==> config.mk <==
export PLATFORM = sky130hd
export DESIGN_NAME = fsm_calcetines_flat
export DESIGN_NICKNAME = d
export VERILOG_FILES = /design/src/rtl/fsm_calcetines_pkg.sv /design/src/rtl/fsm_calcetines_if.sv /design/src/rtl/pack_counter.sv /design/src/rtl/fsm_calcetines.sv /design/src/flat_wrapper.sv
export SDC_FILE = /design/constraint.sdc
export NUM_CORES = 1
export LEC_CHECK = 0
export CORE_MARGIN = 2
export CORE_UTILIZATION = 55
export DETAILED_ROUTE_END_ITERATION = 8
export PLACE_DENSITY_LB_ADDON = 0.25
export RECOVER_POWER = 50
export SKIP_LAST_GASP = 1
export SLEW_MARGIN = 20
export SYNTH_ARGS = -nofsm -noshare
export SYNTH_HDL_FRONTEND = slang
export SYNTH_SLANG_ARGS = --single-unit
==> constraint.sdc <==
create_clock -name clk -period 5.35 [get_ports clk]
set_input_delay 1.07 -clock clk [delete_from_list [all_inputs] [get_ports clk]]
set_output_delay 1.07 -clock clk [all_outputs]
set_load 0.02 [all_outputs]
==> src/rtl/fsm_calcetines_pkg.sv <==
// Shared definitions for the sock-factory controller.
// The package holds the state codes, the product codes, the timing and
// package-size constants, the LED colour codes and small product helpers.
package fsm_calcetines_pkg;

  typedef enum logic [2:0] {
    ST_IDLE    = 3'b000,
    ST_CHECK   = 3'b001,
    ST_KNIT    = 3'b010,
    ST_HEAT    = 3'b011,
    ST_INSPECT = 3'b100,
    ST_PACK    = 3'b101,
    ST_FAULT   = 3'b110
  } state_e;

  typedef enum logic [2:0] {
    P_ALBAJO  = 3'd0,
    P_POLBAJO = 3'd1,
    P_ACBAJO  = 3'd2,
    P_ALALTO  = 3'd3,
    P_ACALTO  = 3'd4
  } prod_e;

  localparam int N_PROD       = 5;
  localparam int KNIT_CYCLES  = 4;
  localparam int HEAT_TIMEOUT = 8;
  localparam int PACK_SIZE    = 6;

  // LED colour field is {red, yellow, green}
  localparam logic [2:0] LED_OFF = 3'b000;
  localparam logic [2:0] LED_GRN = 3'b001;
  localparam logic [2:0] LED_YEL = 3'b010;
  localparam logic [2:0] LED_RED = 3'b100;

  function automatic logic prod_valid(input logic [2:0] t);
    return t <= P_ACALTO;
  endfunction

  // Codes 011 and 100 belong to the high-sock line
  function automatic logic prod_alto(input logic [2:0] t);
    return (t == P_ALALTO) || (t == P_ACALTO);
  endfunction

  function automatic logic [N_PROD-1:0] prod_onehot(input logic [2:0] t);
    logic [N_PROD-1:0] oh;
    oh = '0;
    for (int k = 0; k < N_PROD; k++) begin
      if (t == 3'(k)) oh[k] = 1'b1;
    end
    return oh;
  endfunction

endpackage

==> src/rtl/fsm_calcetines_if.sv <==
// Signal bundle between the operator/plant side and the sock controller.
// Inputs to the controller: T (product select), PB (start button), SH
// (thread), SRaltos/SRbajos (raw material), TE1/TE2 (heat OK), SI1/SI2
// (inspection pass/reject).  Outputs: per-line state codes and pair counts,
// per-product knitter enables, package fill counts and status LEDs.
// master = plant/operator side, slave = controller.
interface fsm_calcetines_if;
  logic [2:0] T;
  logic       PB, SH, SRaltos, SRbajos, TE1, TE2, SI1, SI2;
  logic [2:0] SEbajos, SEaltos, Cbajos, Caltos;
  logic       Calbajo, Cpolbajo, Cacbajo, Calalto, Cacalto;
  logic [2:0] PACalbajo, PACpolbajo, PACacbajo, PACalalto, PACacalto;
  logic [2:0] LEDalbajo, LEDpolbajo, LEDacbajo, LEDalalto, LEDacalto;

  modport master (
    output T, PB, SH, SRaltos, SRbajos, TE1, TE2, SI1, SI2,
    input  SEbajos, SEaltos, Cbajos, Caltos,
    input  Calbajo, Cpolbajo, Cacbajo, Calalto, Cacalto,
    input  PACalbajo, PACpolbajo, PACacbajo, PACalalto, PACacalto,
    input  LEDalbajo, LEDpolbajo, LEDacbajo, LEDalalto, LEDacalto
  );

  modport slave (
    input  T, PB, SH, SRaltos, SRbajos, TE1, TE2, SI1, SI2,
    output SEbajos, SEaltos, Cbajos, Caltos,
    output Calbajo, Cpolbajo, Cacbajo, Calalto, Cacalto,
    output PACalbajo, PACpolbajo, PACacbajo, PACalalto, PACacalto,
    output LEDalbajo, LEDpolbajo, LEDacbajo, LEDalalto, LEDacalto
  );
endinterface

==> src/rtl/pack_counter.sv <==
// Pairs-per-package counter for one product, counting 0..PACK_SIZE-1.
// Ports: clk, reset (async, active-high), i_inc (count one pair),
// o_count (current fill), o_wrap (this increment completes the package).
module pack_counter
  import fsm_calcetines_pkg::*;
(
  input  logic       clk,
  input  logic       reset,
  input  logic       i_inc,
  output logic [2:0] o_count,
  output logic       o_wrap
);

  logic [2:0] r_count;

  // Flag is combinational so the owner can latch it on the same edge
  assign o_wrap  = i_inc && (r_count == 3'(PACK_SIZE - 1));
  assign o_count = r_count;

  always_ff @(posedge clk or posedge reset) begin
    if (reset) begin
      r_count <= '0;
    end else if (i_inc) begin
      r_count <= o_wrap ? 3'd0 : r_count + 3'd1;
    end
  end

endmodule

==> src/rtl/fsm_calcetines.sv <==
// Sock-factory production controller.  One job runs at a time:
// IDLE -> CHECK -> KNIT(4) -> HEAT(<=8) -> INSPECT -> PACK -> IDLE, with
// FAULT on missing material or heat timeout.
// Ports: clk, reset (async, active-high), bus (fsm_calcetines_if.slave)
// carrying plant inputs and all status/count outputs.
// All status outputs are registered: they are decoded from the next-state
// values so they line up with the state register after each edge.
module fsm_calcetines
  import fsm_calcetines_pkg::*;
(
  input  logic             clk,
  input  logic             reset,
  fsm_calcetines_if.slave  bus
);

  state_e                  r_state, w_state_nxt;
  logic [2:0]              r_prod, w_prod_nxt;
  logic [1:0]              r_knit, w_knit_nxt;
  logic [2:0]              r_heat, w_heat_nxt;
  logic [N_PROD-1:0]       r_green, w_green_nxt;
  logic [N_PROD-1:0]       w_pac_inc, w_pac_wrap;
  logic [N_PROD-1:0][2:0]  w_pac;
  logic [2:0]              r_cnt_bajos, r_cnt_altos;
  logic [2:0]              r_se_bajos, r_se_altos, w_se_bajos_nxt, w_se_altos_nxt;
  logic [N_PROD-1:0]       r_cen, w_cen_nxt;
  logic [N_PROD-1:0][2:0]  r_led, w_led_nxt;
  logic                    w_line_rdy;

  assign w_line_rdy = prod_alto(r_prod) ? bus.SRaltos : bus.SRbajos;
  assign w_pac_inc  = (r_state == ST_PACK) ? prod_onehot(r_prod) : '0;

  for (genvar g = 0; g < N_PROD; g++) begin : g_pac
    pack_counter u_pac (
      .clk     (clk),
      .reset   (reset),
      .i_inc   (w_pac_inc[g]),
      .o_count (w_pac[g]),
      .o_wrap  (w_pac_wrap[g])
    );
  end

  always_comb begin
    w_state_nxt = r_state;
    w_prod_nxt  = r_prod;
    w_knit_nxt  = r_knit;
    w_heat_nxt  = r_heat;
    // A completed package lights green; a new start of that product clears it
    w_green_nxt = r_green | w_pac_wrap;
    case (r_state)
      ST_IDLE: begin
        if (bus.PB && prod_valid(bus.T)) begin
          w_prod_nxt  = bus.T;
          w_state_nxt = ST_CHECK;
          w_green_nxt = w_green_nxt & ~prod_onehot(bus.T);
        end
      end
      ST_CHECK: begin
        w_knit_nxt  = '0;
        w_state_nxt = (bus.SH && w_line_rdy) ? ST_KNIT : ST_FAULT;
      end
      ST_KNIT: begin
        if (r_knit == 2'(KNIT_CYCLES - 1)) begin
          w_knit_nxt  = '0;
          w_heat_nxt  = '0;
          w_state_nxt = ST_HEAT;
        end else begin
          w_knit_nxt = r_knit + 2'd1;
        end
      end
      ST_HEAT: begin
        if (bus.TE1 && bus.TE2) begin
          w_heat_nxt  = '0;
          w_state_nxt = ST_INSPECT;
        end else if (r_heat == 3'(HEAT_TIMEOUT - 1)) begin
          w_heat_nxt  = '0;
          w_state_nxt = ST_FAULT;
        end else begin
          w_heat_nxt = r_heat + 3'd1;
        end
      end
      ST_INSPECT: begin
        // Reject has priority over pass
        if (bus.SI2)      w_state_nxt = ST_IDLE;
        else if (bus.SI1) w_state_nxt = ST_PACK;
      end
      ST_PACK:  w_state_nxt = ST_IDLE;
      ST_FAULT: if (!bus.PB) w_state_nxt = ST_IDLE;
      default:  w_state_nxt = ST_IDLE;
    endcase
  end

  always_comb begin
    w_se_bajos_nxt = prod_alto(w_prod_nxt) ? 3'b000 : w_state_nxt;
    w_se_altos_nxt = prod_alto(w_prod_nxt) ? w_state_nxt : 3'b000;
    w_cen_nxt      = (w_state_nxt == ST_KNIT) ? prod_onehot(w_prod_nxt) : '0;
    for (int k = 0; k < N_PROD; k++) begin
      w_led_nxt[k] = w_green_nxt[k] ? LED_GRN : LED_OFF;
      if (w_prod_nxt == 3'(k)) begin
        if (w_state_nxt == ST_FAULT)     w_led_nxt[k] = LED_RED;
        else if (w_state_nxt != ST_IDLE) w_led_nxt[k] = LED_YEL;
      end
    end
  end

  always_ff @(posedge clk or posedge reset) begin
    if (reset) begin
      r_state     <= ST_IDLE;
      r_prod      <= '0;
      r_knit      <= '0;
      r_heat      <= '0;
      r_green     <= '0;
      r_cnt_bajos <= '0;
      r_cnt_altos <= '0;
      r_se_bajos  <= '0;
      r_se_altos  <= '0;
      r_cen       <= '0;
      r_led       <= '0;
    end else begin
      r_state    <= w_state_nxt;
      r_prod     <= w_prod_nxt;
      r_knit     <= w_knit_nxt;
      r_heat     <= w_heat_nxt;
      r_green    <= w_green_nxt;
      r_se_bajos <= w_se_bajos_nxt;
      r_se_altos <= w_se_altos_nxt;
      r_cen      <= w_cen_nxt;
      r_led      <= w_led_nxt;
      if (r_state == ST_PACK) begin
        if (prod_alto(r_prod)) r_cnt_altos <= r_cnt_altos + 3'd1;
        else                   r_cnt_bajos <= r_cnt_bajos + 3'd1;
      end
    end
  end

  assign bus.SEbajos    = r_se_bajos;
  assign bus.SEaltos    = r_se_altos;
  assign bus.Cbajos     = r_cnt_bajos;
  assign bus.Caltos     = r_cnt_altos;
  assign bus.Calbajo    = r_cen[0];
  assign bus.Cpolbajo   = r_cen[1];
  assign bus.Cacbajo    = r_cen[2];
  assign bus.Calalto    = r_cen[3];
  assign bus.Cacalto    = r_cen[4];
  assign bus.PACalbajo  = w_pac[0];
  assign bus.PACpolbajo = w_pac[1];
  assign bus.PACacbajo  = w_pac[2];
  assign bus.PACalalto  = w_pac[3];
  assign bus.PACacalto  = w_pac[4];
  assign bus.LEDalbajo  = r_led[0];
  assign bus.LEDpolbajo = r_led[1];
  assign bus.LEDacbajo  = r_led[2];
  assign bus.LEDalalto  = r_led[3];
  assign bus.LEDacalto  = r_led[4];

endmodule

==> src/flat_wrapper.sv <==
// flat-port wrapper written by rule: the top's interface ports become plain ports
module fsm_calcetines_flat import fsm_calcetines_pkg::*;
  (clk, reset, bus_T, bus_PB, bus_SH, bus_SRaltos, bus_SRbajos, bus_TE1, bus_TE2, bus_SI1, bus_SI2, bus_SEbajos, bus_SEaltos, bus_Cbajos, bus_Caltos, bus_Calbajo, bus_Cpolbajo, bus_Cacbajo, bus_Calalto, bus_Cacalto, bus_PACalbajo, bus_PACpolbajo, bus_PACacbajo, bus_PACalalto, bus_PACacalto, bus_LEDalbajo, bus_LEDpolbajo, bus_LEDacbajo, bus_LEDalalto, bus_LEDacalto);
  fsm_calcetines_if bus_i ();
  input  logic clk;
  input  logic reset;
  input wire logic [$bits(bus_i.T)-1:0] bus_T;
  input wire logic [$bits(bus_i.PB)-1:0] bus_PB;
  input wire logic [$bits(bus_i.SH)-1:0] bus_SH;
  input wire logic [$bits(bus_i.SRaltos)-1:0] bus_SRaltos;
  input wire logic [$bits(bus_i.SRbajos)-1:0] bus_SRbajos;
  input wire logic [$bits(bus_i.TE1)-1:0] bus_TE1;
  input wire logic [$bits(bus_i.TE2)-1:0] bus_TE2;
  input wire logic [$bits(bus_i.SI1)-1:0] bus_SI1;
  input wire logic [$bits(bus_i.SI2)-1:0] bus_SI2;
  output wire logic [$bits(bus_i.SEbajos)-1:0] bus_SEbajos;
  output wire logic [$bits(bus_i.SEaltos)-1:0] bus_SEaltos;
  output wire logic [$bits(bus_i.Cbajos)-1:0] bus_Cbajos;
  output wire logic [$bits(bus_i.Caltos)-1:0] bus_Caltos;
  output wire logic [$bits(bus_i.Calbajo)-1:0] bus_Calbajo;
  output wire logic [$bits(bus_i.Cpolbajo)-1:0] bus_Cpolbajo;
  output wire logic [$bits(bus_i.Cacbajo)-1:0] bus_Cacbajo;
  output wire logic [$bits(bus_i.Calalto)-1:0] bus_Calalto;
  output wire logic [$bits(bus_i.Cacalto)-1:0] bus_Cacalto;
  output wire logic [$bits(bus_i.PACalbajo)-1:0] bus_PACalbajo;
  output wire logic [$bits(bus_i.PACpolbajo)-1:0] bus_PACpolbajo;
  output wire logic [$bits(bus_i.PACacbajo)-1:0] bus_PACacbajo;
  output wire logic [$bits(bus_i.PACalalto)-1:0] bus_PACalalto;
  output wire logic [$bits(bus_i.PACacalto)-1:0] bus_PACacalto;
  output wire logic [$bits(bus_i.LEDalbajo)-1:0] bus_LEDalbajo;
  output wire logic [$bits(bus_i.LEDpolbajo)-1:0] bus_LEDpolbajo;
  output wire logic [$bits(bus_i.LEDacbajo)-1:0] bus_LEDacbajo;
  output wire logic [$bits(bus_i.LEDalalto)-1:0] bus_LEDalalto;
  output wire logic [$bits(bus_i.LEDacalto)-1:0] bus_LEDacalto;
  assign bus_i.T = bus_T;
  assign bus_i.PB = bus_PB;
  assign bus_i.SH = bus_SH;
  assign bus_i.SRaltos = bus_SRaltos;
  assign bus_i.SRbajos = bus_SRbajos;
  assign bus_i.TE1 = bus_TE1;
  assign bus_i.TE2 = bus_TE2;
  assign bus_i.SI1 = bus_SI1;
  assign bus_i.SI2 = bus_SI2;
  assign bus_SEbajos = bus_i.SEbajos;
  assign bus_SEaltos = bus_i.SEaltos;
  assign bus_Cbajos = bus_i.Cbajos;
  assign bus_Caltos = bus_i.Caltos;
  assign bus_Calbajo = bus_i.Calbajo;
  assign bus_Cpolbajo = bus_i.Cpolbajo;
  assign bus_Cacbajo = bus_i.Cacbajo;
  assign bus_Calalto = bus_i.Calalto;
  assign bus_Cacalto = bus_i.Cacalto;
  assign bus_PACalbajo = bus_i.PACalbajo;
  assign bus_PACpolbajo = bus_i.PACpolbajo;
  assign bus_PACacbajo = bus_i.PACacbajo;
  assign bus_PACalalto = bus_i.PACalalto;
  assign bus_PACacalto = bus_i.PACacalto;
  assign bus_LEDalbajo = bus_i.LEDalbajo;
  assign bus_LEDpolbajo = bus_i.LEDpolbajo;
  assign bus_LEDacbajo = bus_i.LEDacbajo;
  assign bus_LEDalalto = bus_i.LEDalalto;
  assign bus_LEDacalto = bus_i.LEDacalto;
  fsm_calcetines u_core (.clk(clk), .reset(reset), .bus(bus_i));
endmodule
==> impl_metrics.tcl, run 1 <==
set metrics [dict create \
    finalClockSkew_ns 0.00686 \
    worst_slew_pin_slew_ns 0.836 \
    drive_gt1_share_pct 10.2 \
    slew_headroom_pct 43.5 \
    gp_congestion 0.772 \
    clock-root-buffer "clkbuf_8" \
    grt_overflow 0 \
    dr_wl_met3_um 226 \
    outcome "complete, no violations" \
    ctsResizeCount 0 \
    setup.worst_path.start "bus_PB" \
    syn_avg_cell_area_um2 11.0 \
    cts_max_level 3 \
    critPathArrivalTime_ns 3.31 \
    max_freq_mhz 327 \
    die_area_um2 5990 \
    critPathRequiredTime_ns 5.60 \
    p_seq_share_pct 37.2 \
    die_h_um 77.4 \
    vdd_drop_max_v 0.000271 \
    cts_num_sinks 63 \
    insertion_delay_ns 0.35 \
    setup_ws_ns 2.29 \
    synth.area.top_cells "dfrtp_1 53%, ha_1 6.3%, nor2_1 4.6%" \
    wl_met1_um 2780 \
    antenna_found_initial 0 \
    rsz0062_at_grt "no" \
    drc 0 \
    core_um2 5140 \
    synth_top_cell_area_share_pct 53.2 \
    whs_ns 0.468 \
    port_buffers 59 \
    drv_cap 0 \
    routed.top_layer "met4" \
    clkPwrFrac_pct 22.3 \
    drtIter0Drc 127 \
    rows 26 \
    critPathMaxFanout 12 \
    nNetsFinal 357 \
    p_per_area_nw_per_um2 538 \
    synth_ff_type "dfrtp_1" \
    grt_pass1_vias 2251 \
    layout.cells.non_filler 404 \
    syn-cell-area_um2 2960 \
    worstSetupPathType "in -> reg" \
    seq_area_frac_synth_pct 53.2 \
    ys_types 44 \
    dp_cells 388 \
    switching_share_pct 38.0 \
    grt_first_pass_wirelength_um 10700 \
    hpwl_um 4390 \
    min_period_ns 3.06 \
    cts_setup_buffers 0 \
    wl_met2_um 2960 \
    clk_pin_slew_worst_paths_ns 0.07 \
    cts_max_path_buffers 2 \
    reg2reg_from "u_core.r_state[2]" \
    dr.pass1.iters 4 \
    grt_max_degree 64 \
    finalWirelength_um 6120 \
    largest_register_ff_count 15 \
    pin_count 60 \
    synth_top_cell_by_area "dfrtp_1" \
    synthArstFlopShare_pct 100 \
    cp-start-kind "input port" \
    syn_to_final_growth_pct 27.9 \
    n_antenna_cell 0 \
    hold_violations 0 \
    synth_edf_count 0 \
    timing.setup.tns_ns 0 \
    yosysWarnings 0 \
    utilization_pct 73.7 \
    vias 2202 \
    setup_viol 0 \
    intPower_w 0.00126 \
    slew_viol_final 0 \
    holdBufCountCts 0 \
    dieWidth_um 77.4 \
    ys_ff_latch 63 \
    post-place-ws_ns 2.04 \
    min_from "u_core.bus.Caltos[2]" \
    wire_per_inst_um 15.1 \
    power_frac_comb_pct 40.5 \
    power_switching_w 0.000775 \
    avgViaCountPerCell 5.45 \
    initial_core_util_pct 57.6 \
    syn_nets 298 \
    synthCells 270 \
    min_period_over_period_pct 57.2 \
    p_leak_nw 1.72 \
    cp-end-kind "flip-flop" \
    grt_usage_pct 23.1 \
    min_path_type "reg -> reg" \
    final_antenna_net_count 0 \
    cts_made_buffers 9 \
    cts_tree "built" \
]
-- through the flow --
stage          power, W  instance area, um^2
2_1_floorplan   0.00130                 2960
3_3_place_gp    0.00156                 3570
3_5_place_dp    0.00160                 3570
4_1_cts         0.00205                 3790
5_1_grt         0.00217                 3790
6_report        0.00204                 3790
-- critical path, stage by stage --
cell and delay, ns:
dlygate4sd3_1 0.58, or4b_4 0.54, nor2_1 0.54, a22o_1 0.22, a22oi_1 0.11, nor3_1 0.24
-- kinds of logic (layout without fill, tap and decap cells) --
family	after synthesis	count (layout)	synth area share, %
mux	10	10	3.80
buf+inv	27	91	4.44
flops	63	63	53.2
simple gates	82	82	14.4
fa+ha+maj	15	15	6.34
compound gates	69	69	16.6
xor+xnor	4	4	1.18
-- cells in the final DEF, fill, tap and decap left out, types with 2 or more instances in the layout --
master and instances:
nor3_1 8, bufinv_16 2, xnor2_1 2, nand2b_1 3, nor3b_1 3, xor2_1 2
dfrtp_1 63, nand3_1 2, inv_1 14, nor2b_1 9, nor2_1 36, clkdlybuf4s50_1 56
clkinvlp_4 2, dlygate4sd3_1 3, clkbuf_8 9, nand2_1 8, o21ai_0 16, ha_1 15
o31ai_1 2, a22oi_1 3, o21a_1 6, a22o_1 7, nand3b_1 3, mux2_2 10
a21oi_1 16, a31oi_1 8, clkinv_4 2, nor4_1 2
-- power by group through the flow --
stage | clock (W) | sequential (W) | combinational [W]
after floorplan | 0 | 0.000825 | 0.000479
after global placement | 0 | 0.000763 | 0.000795
after detailed placement | 0 | 0.000768 | 0.000827
after CTS | 0.000461 | 0.000759 | 0.000832
after global routing | 0.000482 | 0.000782 | 0.000908
final | 0.000455 | 0.000758 | 0.000826
-- area by class of cell --
cell class | count | area, um^2
multi-input cells | 180 | 1250
repair buffers | 60 | 598
inverters | 15 | 56.3
fillers | 403 | 1350
clock inverters | 7 | 97.6
well taps | 70 | 87.6
clock buffers | 9 | 124
flip-flops and latches | 63 | 1580
-- synth_stat cells (all sizes together), types with 2 or more instances --
cell     number
a31oi         8
ha           15
o21a          6
clkbuf        3
inv          15
a22o          7
a2111oi       2
nand3b        3
o21ai        16
nand3         2
nor4          2
nor2b         9
o31ai         2
buf           9
xor2          2
nand2         8
o221a         2
nor2         36
a21oi        16
nand2b        3
xnor2         2
nor3b         3
dfrtp        63
a22oi         3
mux2         10
nor3          8
-- routing by layer --
layer / vias up / global-route usage [%]
met5: - / 0
met1: 1064 / 30.2
met4: 0 / 11.8
li1: 1069 / -
met3: 14 / 3.95
met2: 55 / 37.3
-- worst paths after layout --
check / end / slack [ns] / cells after the start
max: u_core.bus.LEDalalto[1] / 2.29 / 6
min: u_core.bus.Caltos[2] / 0.47 / 1
max reg2reg: u_core.bus.LEDalalto[1] / 2.97 / 5
min reg2reg: u_core.bus.Caltos[2] / 0.47 / 1
max in group asynchronous: u_core.g_pac[2].u_pac.o_count[0] / 3.44 / 3
min in group asynchronous: u_core.g_pac[3].u_pac.o_count[1] / 1.38 / 3
Note: power is estimated with default switching activity, not from simulation.
==> run 2, diff against run 1 <==
--- a/config.mk
+++ b/config.mk
@@ -6,7 +6,7 @@
 export NUM_CORES = 1
 export LEC_CHECK = 0
 export CORE_MARGIN = 2
-export CORE_UTILIZATION = 55
+export CORE_UTILIZATION = 46
 export DETAILED_ROUTE_END_ITERATION = 8
 export PLACE_DENSITY_LB_ADDON = 0.25
 export RECOVER_POWER = 50
==> constraint.sdc (replaced) <==
create_clock -name clk -period 2.55 [get_ports clk]
set_input_delay 0.51 -clock clk [delete_from_list [all_inputs] [get_ports clk]]
set_output_delay 0.51 -clock clk [all_outputs]
set_load 0.02 [all_outputs]
==> impl_metrics.tcl, run 2 (same netlist as run 1, synthesis figures left out) <==
set metrics [dict create \
    critPathArrivalTime_ns 2.55 \
    nNetsFinal 367 \
    final_cell_mix "63 x dfrtp_1, 50 x clkdlybuf4s50_1, 36 x nor2_1" \
    final_common_cell "dfrtp_1" \
    min_period_over_period_pct 91.3 \
    vdd_drop_max_v 0.000592 \
    n_antenna_cell 0 \
    max_freq_mhz 429 \
    rsz0062_at_grt "no" \
    antenna_found_initial 0 \
    dieWidth_um 84.2 \
    drive_gt1_share_pct 11.6 \
    critPathRequiredTime_ns 2.77 \
    post-place-ws_ns -0.0903 \
    grt_pass1_vias 2115 \
    p_per_area_nw_per_um2 1060 \
    ctsResizeCount 0 \
    cts_max_level 3 \
    setup_viol 0 \
    grt_max_degree 64 \
    grt_first_pass_wirelength_um 10400 \
    min_period_ns 2.33 \
    core_um2 6280 \
    drc 0 \
    finalClockSkew_ns 0.00804 \
    critPathTopFamily "simple AND/OR/NAND/NOR gates" \
    rows 29 \
    port_buffers 59 \
    grt.met2_usage_pct 28.1 \
    clk_pin_slew_worst_paths_ns 0.06 \
    finalWirelength_um 6140 \
    gp_congestion 0.779 \
    slew_viol_final 61 \
    vias 2205 \
    syn_to_final_growth_pct 28.4 \
    cts_setup_buffers 0 \
    busiest_layer "met2" \
    die_area_um2 7100 \
    crit_buf_inv 1 \
    path_cells "clkdlybuf4s50_1, or4b_1, o21bai_4, o221a_4, and3_1, o21a_1" \
    drv_cap 1 \
    worst_slew_pin_slew_ns 1.50 \
    hpwl_um 4460 \
    cts_made_buffers 9 \
    slew_headroom_pct -0.0991 \
    final_antenna_net_count 0 \
    critical-path-slowest-cell "or4b_1" \
    holdBufCountCts 0 \
    die_h_um 84.2 \
    use_met1_pct 25.6 \
    clock-root-buffer "clkbuf_8" \
    grt_overflow 0 \
    setup_ws_ns 0.221 \
    wire_per_inst_um 14.6 \
    cp-end-kind "flip-flop" \
    violations "max-capacitance violations, max-slew violations" \
    grt_usage_pct 18.9 \
    hold_violations 0 \
    drtIter0Drc 130 \
    initial_core_util_pct 47.2 \
    avgViaCountPerCell 5.24 \
    cts_num_sinks 63 \
    largest_register_ff_count 15 \
    cts_tree "built" \
    met3_usage_pct 4.23 \
    cp-start-kind "input port" \
    cp_slowest_stage_delay_ns 0.61 \
    insertion_delay_ns 0.34 \
    p_leak_nw 1.77 \
    dp_cells 405 \
    min_path_type "reg -> reg" \
    pin_count 60 \
    dr.pass1.iters 5 \
    utilization_pct 60.6 \
    layout.cells.non_filler 421 \
    outcome "finished with violations" \
    cts_max_path_buffers 2 \
    worstSetupPathType "in -> reg" \
    reg2reg_slack_ns 0.25 \
    critPathMaxFanout 10 \
]
[run 2: final cells by class]
class	count	area, um^2
fill	532	2470
clock buffer	12	135
multi-input combinational	180	1250
clock inverter	4	22.5
timing repair buffer	70	667
sequential	63	1580
inverter	15	56.3
tap	77	96.3
[run 2: metal layers]
layer	part of all wire [%]	wire [um]	vias up
li1	-	-	1090
met1	47	2880	1042
met2	47	2860	60
met3	4.0	248	13
met4	2.3	144	0
met5	0	0	-
[run 2: final timing paths]
kind | from | to | cells past startpoint
worst max register to register | u_core.r_state[2] | u_core.bus.LEDalalto[0] | 5
worst max-delay path | bus_PB | u_core.bus.LEDalalto[0] | 6
max in group asynchronous | reset | u_core.bus.LEDalbajo[0] | 3
worst min register to register | u_core.bus.Caltos[2] | u_core.bus.Caltos[2] | 1
min in group asynchronous | reset | u_core.bus.Caltos[2] | 3
worst min-delay path | u_core.bus.Caltos[2] | u_core.bus.Caltos[2] | 1
[run 2: report_power, final]
group / internal [W] / leakage [nW] / switching, W
Clock: 0.000348 / 0.0801 / 0.000364
Combinational: 0.000798 / 0.849 / 0.000941
Sequential: 0.00131 / 0.837 / 0.000281
[run 2: worst register-to-register path: stages, from the launching register on]
cell	delay (ns)
dfrtp_1	0.52
or4b_1	0.74
o21bai_4	0.26
o221a_4	0.14
and3_1	0.30
o21a_1	0.23
[run 2: per-stage QoR]
stage	hold WS (ns)	instance area, um^2	total power [W]	TNS [ns]
global placement	0.459	3670	0.00332	-0.263
global route	0.499	3800	0.00435	0
finish	0.466	3800	0.00405	0
floorplan	0.459	2960	0.00274	0
CTS	0.474	3830	0.00411	0
detailed placement	0.465	3670	0.00339	-0.525
